===== src/rtl/sram_port_arbiter.sv =====
// Shares one synchronous SRAM port among NUM_PORTS requesters with fixed-priority or
// round-robin arbitration, and steers each read response back to its requester.
module sram_port_arbiter #(
  parameter int NUM_PORTS = 2,
  parameter int ADDR_W    = 64,
  parameter int DATA_W    = 64,
  parameter int RD_LAT    = 1,
  parameter int ARB_MODE  = 1
) (
  input  logic                        clk,
  input  logic                        rst_n,
  input  logic [NUM_PORTS-1:0]        req_en,
  input  logic [NUM_PORTS*DATA_W/8-1:0] req_we,
  input  logic [NUM_PORTS*ADDR_W-1:0] req_addr,
  input  logic [NUM_PORTS*DATA_W-1:0] req_wdata,
  output logic [NUM_PORTS-1:0]        req_stall,
  output logic [NUM_PORTS-1:0]        rsp_valid,
  output logic [DATA_W-1:0]           rsp_rdata,
  output logic                        mem_en,
  output logic [DATA_W/8-1:0]         mem_we,
  output logic [ADDR_W-1:0]           mem_addr,
  output logic [DATA_W-1:0]           mem_wdata,
  input  logic [DATA_W-1:0]           mem_rdata
);

  localparam int BE_W  = DATA_W / 8;
  localparam int IDX_W = (NUM_PORTS > 1) ? $clog2(NUM_PORTS) : 1;

  // Handshake: a request is accepted in the cycle req_en[i]=1 and req_stall[i]=0.
  // While stalled the requester holds every request field stable; nothing is buffered here.

  logic [IDX_W-1:0]     rr_ptr;
  logic [NUM_PORTS-1:0] grant;
  logic                 grant_any;
  logic [IDX_W-1:0]     grant_idx;

  logic                 trk_vld [RD_LAT];
  logic [IDX_W-1:0]     trk_idx [RD_LAT];

  // Candidate port k steps after the last winner, wrapping at NUM_PORTS.
  function automatic logic [IDX_W-1:0] rr_cand(input logic [IDX_W-1:0] ptr, input int k);
    int s;
    s = int'(ptr) + k;
    if (s >= NUM_PORTS) s = s - NUM_PORTS;
    return IDX_W'(s);
  endfunction

  always_comb begin : arbitrate
    grant     = '0;
    grant_any = 1'b0;
    grant_idx = '0;
    if (rst_n) begin
      if (ARB_MODE == 0) begin
        for (int i = NUM_PORTS - 1; i >= 0; i--) begin
          if (req_en[i]) begin
            grant_any = 1'b1;
            grant_idx = IDX_W'(i);
          end
        end
      end else begin
        // Walk from farthest to nearest so the nearest requester overwrites.
        for (int k = NUM_PORTS; k >= 1; k--) begin
          if (req_en[rr_cand(rr_ptr, k)]) begin
            grant_any = 1'b1;
            grant_idx = rr_cand(rr_ptr, k);
          end
        end
      end
      if (grant_any) grant[grant_idx] = 1'b1;
    end
  end

  assign req_stall = req_en & ~grant;

  always_comb begin : mem_mux
    mem_en    = grant_any;
    mem_we    = '0;
    mem_addr  = '0;
    mem_wdata = '0;
    for (int i = 0; i < NUM_PORTS; i++) begin
      if (grant[i]) begin
        mem_we    = mem_we    | req_we[i*BE_W +: BE_W];
        mem_addr  = mem_addr  | req_addr[i*ADDR_W +: ADDR_W];
        mem_wdata = mem_wdata | req_wdata[i*DATA_W +: DATA_W];
      end
    end
  end

  always_ff @(posedge clk) begin
    if (!rst_n) begin
      rr_ptr <= IDX_W'(NUM_PORTS - 1);
    end else if (grant_any) begin
      rr_ptr <= grant_idx;
    end
  end

  // Tracker stage 0 captures the grant cycle; stage RD_LAT-1 lines up with mem_rdata.
  always_ff @(posedge clk) begin
    if (!rst_n) begin
      for (int i = 0; i < RD_LAT; i++) begin
        trk_vld[i] <= 1'b0;
        trk_idx[i] <= '0;
      end
    end else begin
      trk_vld[0] <= grant_any && (mem_we == '0);
      trk_idx[0] <= grant_idx;
      for (int i = 1; i < RD_LAT; i++) begin
        trk_vld[i] <= trk_vld[i-1];
        trk_idx[i] <= trk_idx[i-1];
      end
    end
  end

  always_comb begin : rsp_route
    rsp_valid = '0;
    rsp_rdata = '0;
    if (rst_n && trk_vld[RD_LAT-1]) begin
      rsp_valid[trk_idx[RD_LAT-1]] = 1'b1;
      rsp_rdata                    = mem_rdata;
    end
  end

  a_grant_onehot : assert property (@(posedge clk) $onehot0(grant));
  a_rsp_onehot   : assert property (@(posedge clk) $onehot0(rsp_valid));

endmodule


===== config.mk =====
export PLATFORM = sky130hd
export DESIGN_NAME = sram_port_arbiter
export DESIGN_NICKNAME = d
export VERILOG_FILES = /design/src/rtl/sram_port_arbiter.sv
export SDC_FILE = /design/constraint.sdc
export NUM_CORES = 1
export LEC_CHECK = 0
export BUFFER_PORTS_ARGS = -buffer_cell sky130_fd_sc_hd__buf_2
export CAP_MARGIN = 20
export CORE_AREA = 2 2 213 215
export CTS_CLUSTER_DIAMETER = 80
export CTS_CLUSTER_SIZE = 20
export DETAILED_ROUTE_END_ITERATION = 16
export DIE_AREA = 0 0 215 217
export SYNTH_ARGS = -nofsm -noshare
export SYNTH_HDL_FRONTEND = slang
export SYNTH_SLANG_ARGS = --single-unit

===== constraint.sdc =====
create_clock -name clk -period 1.8 [get_ports clk]
set_clock_uncertainty 0.2 [all_clocks]
set_input_delay 0.36 -clock clk [delete_from_list [all_inputs] [get_ports clk]]
set_output_delay 0.36 -clock clk [all_outputs]
set_load 0.02 [all_outputs]

=== Word level (Yosys, flattened, before mapping) ===
Memory sizes are Yosys's and may differ from the RTL's.
Index checks and enable logic that the tools add are counted.
W data, S select, Z words.

* Flip-flop bits (word level): 1
* Bits in latches: 0
* Bits in writable memories: 2
* Memory bits (read-only): 0
* Bits of input ports: 340
* Output and inout port bits: 205
* Logic and storage cells: 63
* Memories kept: 2

{| class="wikitable"
|+ Memories
! name !! depth !! bits a word !! read ports !! clocked after Yosys merged registers in !! wr ports !! line !! RTL
|-
| trk_idx || 1 || 1 || 1 || 0 || 1 || 38 || <nowiki>logic [IDX_W-1:0] trk_idx [RD_LAT];</nowiki>
|-
| trk_vld || 1 || 1 || 1 || 0 || 1 || 37 || <nowiki>logic trk_vld [RD_LAT];</nowiki>
|}

* Add/subtract/negate cells: 4
* Multipliers: 0
* Div/mod/pow operators: 0
* Order comparisons: 8
* Equality and inequality tests: 0
* Shift-type cells: 0
* Multiplexer cells: 36
* Bitwise logic cells: 5
* Reductions and logical operators: 7

{| class="wikitable"
|+ Operators with widths
! kind !! number
|-
| $mux W64 || 5
|-
| $or A64 B64 Y64 || 2
|-
| $mux W1 || 24
|-
| $mux W8 || 2
|-
| $logic_not A8 Y1 || 1
|-
| $lt A1 B2 Y1 const B || 4
|-
| $or A8 B8 Y8 || 1
|-
| $mux W2 || 3
|-
| $logic_and A1 B1 Y1 || 4
|-
| $add A1 B2 Y3 const B || 1
|-
| $ge A3 B2 Y1 const B || 1
|-
| $add A1 B1 Y2 const B || 1
|-
| $and A2 B2 Y2 || 1
|-
| $demux W1 S1 || 2
|-
| $ge A1 B1 Y1 const B || 2
|-
| $ge A2 B2 Y1 const B || 1
|-
| $not A2 Y2 || 1
|-
| $reduce_or A1 Y1 || 2
|-
| $sub A1 B1 Y1 const B || 2
|}

=== Longest topological paths before layout ===
* Depth in word-level cells: 21
* Gate-level depth with buffers: 6
* Gate-level depth less buffers: 4

=== Least setup slack after synthesis ===
No wires, ideal clock.

* Path kind: in2out
* From: in rst_n
* To: out mem_addr[31]
* Data arrival time: 1276 ps
* Required time: 1240 ps
* Slack: -36 ps
* Cell stages on the path: 6
* Path buffers: 3
* Cell sequence: buf_2 > nand3_2 > inv_2 > buf_2 > buf_2 > a22o_1

* Word-level cells in the longest chain between the ends: 4

{| class="wikitable"
|+ Ends and longest elaborated chain
! item !! line !! RTL
|-
| start, declared || 11 || <nowiki>input logic rst_n,</nowiki>
|-
| $mux W2 * || 52 || <nowiki>if (rst_n) begin</nowiki>
|-
| $mux W64 || 81 || <nowiki>if (grant[i]) begin</nowiki>
|-
| $or A64 B64 Y64 || 83 || <nowiki>mem_addr = mem_addr | req_addr[i*ADDR_W +: ADDR_W];</nowiki>
|-
| $mux W64 * || 81 ||
|-
| end, declared || 21 || <nowiki>output logic [ADDR_W-1:0] mem_addr,</nowiki>
|}

Mark *: on every way between the ends. The rest lies on a longest branch, timed or not.

=== Worst setup path in the final report ===
* From: reg rr_ptr
* To: out mem_addr[42]

* Word-level cells in the longest chain between the ends: 18
* Elaborated cells on any way between the ends: 30
* Classes of those cells: add/sub (4); order compare (4); mux (20); bitwise (1); reduce/logical (1)

{| class="wikitable"
|+ Ends and longest elaborated chain
! item !! line !! RTL
|-
| start, declared || 32 || <nowiki>logic [IDX_W-1:0] rr_ptr;</nowiki>
|-
| start signal, assigned || 91 || <nowiki>rr_ptr <= IDX_W'(NUM_PORTS - 1);</nowiki>
|-
| start signal, assigned || 93 || <nowiki>rr_ptr <= grant_idx;</nowiki>
|-
| $add A1 B2 Y3 || 43 || <nowiki>s = int'(ptr) + k;</nowiki>
|-
| $ge A3 B2 Y1 or $sub A1 B1 Y1 (tied branches) || 44 || <nowiki>if (s >= NUM_PORTS) s = s - NUM_PORTS;</nowiki>
|-
| $mux W1 || 44 ||
|-
| $mux W1 || 52 ||
|-
| $mux W1 (not written as such) (2 in a row) || 63 || <nowiki>if (req_en[rr_cand(rr_ptr, k)]) begin</nowiki>
|-
| $mux W1 (2 in a row) || 63 ||
|-
| $mux W1 || 52 ||
|-
| $lt A1 B2 Y1 (not written as such) or $ge A1 B1 Y1 (tied branches) || 69 || <nowiki>if (grant_any) grant[grant_idx] = 1'b1;</nowiki>
|-
| $logic_and A1 B1 Y1 (not written as such) || 69 ||
|-
| $mux W1 (not written as such) || 69 ||
|-
| $demux W1 S1 || 69 ||
|-
| $mux W2 * || 69 ||
|-
| $mux W2 * || 52 ||
|-
| $mux W64 || 81 ||
|-
| $or A64 B64 Y64 || 83 ||
|-
| $mux W64 * || 81 ||
|}

Mark *: on every way between the ends. The rest lies on a longest branch, timed or not. The select of a mux whose other input is x is not followed.

==> run summary <==
LEAKAGE = 4.04 nW
Worst-path maximum fanout = 6
DIE WIDTH = 215 um
Core Footprint = 44,700 um2
Finish-stage setup viols = 137
CP Launch Type = register
Sw Ratio = 0.440
Grt ovf = 0
Drt first pass iters = 4
Slew margin rel. = 0.773
Met2 usage = 0.187
Row count = 78
Hold endpoint = rr_ptr
I/O pin total = 545
Reg-to-reg startpoint = rr_ptr
Post-DP HPWL = 24.1 mm
Buffers on Ports = 544
Largest net degree at the start of global routing = 35
Measured slew at the worst slew-check pin = 0.338 ns
EDFF count, synth = 0
GRT met1 Usage = 0.143
Post-Syn Nets = 609
First-pass GRT wire length = 37.1 mm
Initial core utilization = 0.0466
Mapped cell area = 2080 um2
CP Capture Type = output pin
Worst skew pair latency = 0.23 ns
Hold path depth = 2
Max Slew Vio Count = 0
Post-Synth Simple-Gate Area = 0.240
Hold Fails Final Rpt = 0
Fraction of registers with async set/reset = 0
Pwr Density = 341 nW/um2
Overall Power = 0.00234 W
Synthesized area per cell = 7.75 um2
Placer's final routability congestion estimate = 0.907
Met3 Resource Use GR = 0.0294
Synth Instances = 269
Worst Setup Slack, final = -0.452 ns
H-tree Lvls = 1
Tcrit/Tclk final = 1.25
Fin crit period = 2.25 ns
Wire per inst = 20.1 um
Layout area overhead = 230%
RR Endpoint = trk_vld[0]
Req. time, crit path = 1.24 ns
Yosys warnings = 0
Seq/Total Area, Yosys = 0.0288
CTS tree = done
Most Used Layer, Global Route = met2
FF-to-FF setup slack = 0.55 ns
Iter 0 DRT Violations = 214
Drt drc = 0
Vias/cell = 3.50
Yosys reg bits = 3
Max clock buf depth = 2
CP peak stage delay = 0.33 ns
Synth Area in XOR/XNOR = 0
Worst reg-to-reg path cell count = 4
Largest area contributor in the netlist = a22o_1
Mux contribution to synthesized area = 0
Synth area leaders = a22o_1 57%, and3_1 20%, buf_6 7.0%
Status = complete, but fails checks
Worst hold path startpoint = rr_ptr
All-Layer GR Usage = 0.113
P_int = 0.00131 W
Adder-Cell Fraction of Synth Area = 0
Reg clk slew, reported paths = 0.03 ns
Post-synthesis compound-gate area fraction = 0.589
Hold Path Class = register to register
Initial antenna violation count = 24
Setup TNS = -49.97 ns
Crit-path slowest cell = dfxtp_2
Filler cells = 5,164
Gate power share = 0.812
Most common cell after layout, fill and taps aside = buf_2
Vias in the first global route = 4,852
Share of layout cells above drive strength 1 = 0.769
Unique cell type count in the Yosys netlist = 22
Ys flop type = dfxtp_1
Post-CTS Hold Fix Bufs = 0
Layout net count = 1,182
Flop pwr share = 0.033
Final core occ = 0.154
Switching Power = 0.00103 W
Yosys top cell area share = 0.571
Critical path type = register to output pin
Die ar. = 46,700 um2
CP Cell Sequence = nand2b_4, and3_4, buf_12, buf_16, buf_8, a22o_1, buf_6
CTS root buffer = clkbuf_16
Failing checks = negative setup slack
Maxcap violations = 0
Clock Sinks = 3
Antenna viol nets, final = 0
Commonest cells after routing, fill and taps aside = 460 x buf_2, 117 x a22o_1, 70 x buf_4
Max Freq = 444 MHz
Total CTS buffers = 3
Worst path arrival time = 1.69 ns
Clk network pwr share = 0.155
RSZ-0062 raised after global routing = true
Main combinational cell family by area after synthesis = compound AO/OA/AOI/OAI gates
Max VDD drop = 0.352 mV
Die H = 217 um
Routed vias = 5,079
Routed WL = 29.2 mm
per-stage QoR:
step	cell area (um2)	hold WS, ns	instances	setup slack, ns
final	6880	0.305	1453	-0.452
after global routing	6870	0.323	1449	-0.498
after CTS	6500	0.289	1439	-0.453
after detailed placement	5840	0.303	1422	-0.385
after global placement	5840	0.293	1422	-0.349
after floorplan	2160	0.261	269	-0.0361
per-layer routing:
layer  part of all wire  up-vias  wire length [um]
li1                   -     2293                 -
met1               0.42     2354             12200
met2               0.46      377             13400
met3              0.090       49              2640
met4              0.031        6               920
met5             0.0014        -                41
synthesized netlist by cell type (2+ instances only):
cell,count
or4_1,3
clkbuf_1,14
and3_1,65
a22o_1,136
nor2_1,2
nand2_1,2
dfxtp_1,3
nand2b_1,2
buf_2,17
buf_6,13
area by class of cell:
type / count / area, um2 / share of cell area
clock buffer: 4 / 78.8 / 0.0115
inverter: 1 / 11.3 / 0.00164
antenna: 12 / 30.0 / 0.00437
tap: 600 / 751 / 0.109
timing repair buffer: 613 / 4010 / 0.582
sequential: 3 / 62.6 / 0.00910
multi-input combinational: 220 / 1940 / 0.282
cell families (layout without fill, tap and decap cells):
| group | Yosys count | after routing |
|---|---|---|
| buffers and inverters | 46 | 618 |
| other | 0 | 12 |
| DFF | 3 | 3 |
| and+or+nand+nor | 80 | 80 |
| AOI/OAI and AO/OA | 140 | 140 |
critical path, delay by kind of cell (launching register included):
family | cells | cell delay (ns)
flip-flops | 1 | 0.33
AO/OA/AOI/OAI | 1 | 0.22
AND/OR/NAND/NOR | 2 | 0.33
buffers and inverters | 4 | 0.57
worst max-delay path by stage:
| stage | end | startpoint | slack (ns) |
|---|---|---|---|
| 2_1_floorplan | mem_addr[31] | rst_n | -0.04 |
| 3_3_place_gp | mem_wdata[29] | req_en[1] | -0.35 |
| 3_5_place_dp | mem_wdata[20] | req_en[1] | -0.38 |
| 4_1_cts | mem_addr[42] | rr_ptr | -0.45 |
| 5_1_grt | mem_addr[42] | rr_ptr | -0.50 |
| 6_report | mem_addr[42] | rr_ptr | -0.45 |
power by group through the flow:
stage	Sequential (W)	Clock (W)	Combinational [W]
2_1_floorplan	0.0000745	0	0.000751
3_3_place_gp	0.0000770	0	0.00160
3_5_place_dp	0.0000769	0	0.00160
4_1_cts	0.0000767	0.000374	0.00181
5_1_grt	0.0000777	0.000379	0.00202
6_report	0.0000775	0.000364	0.00190
sequential cells by signal, indices dropped and copies added, names as in the netlist:
signal,flops
rr_ptr,1
trk_vld,1
trk_idx,1
what timing repair did:
| action | in CTS | in global routing |
|---|---|---|
| hold endpoints to repair | 0 | 0 |
| pin swaps | 6 | 5 |
| setup buffers | 8 | 3 |
| gates cloned | 6 | 1 |
| endpoints found under the setup margin | 186 | 143 |
| resized for setup | 94 | 97 |
Power figures use the tool's default switching activity.
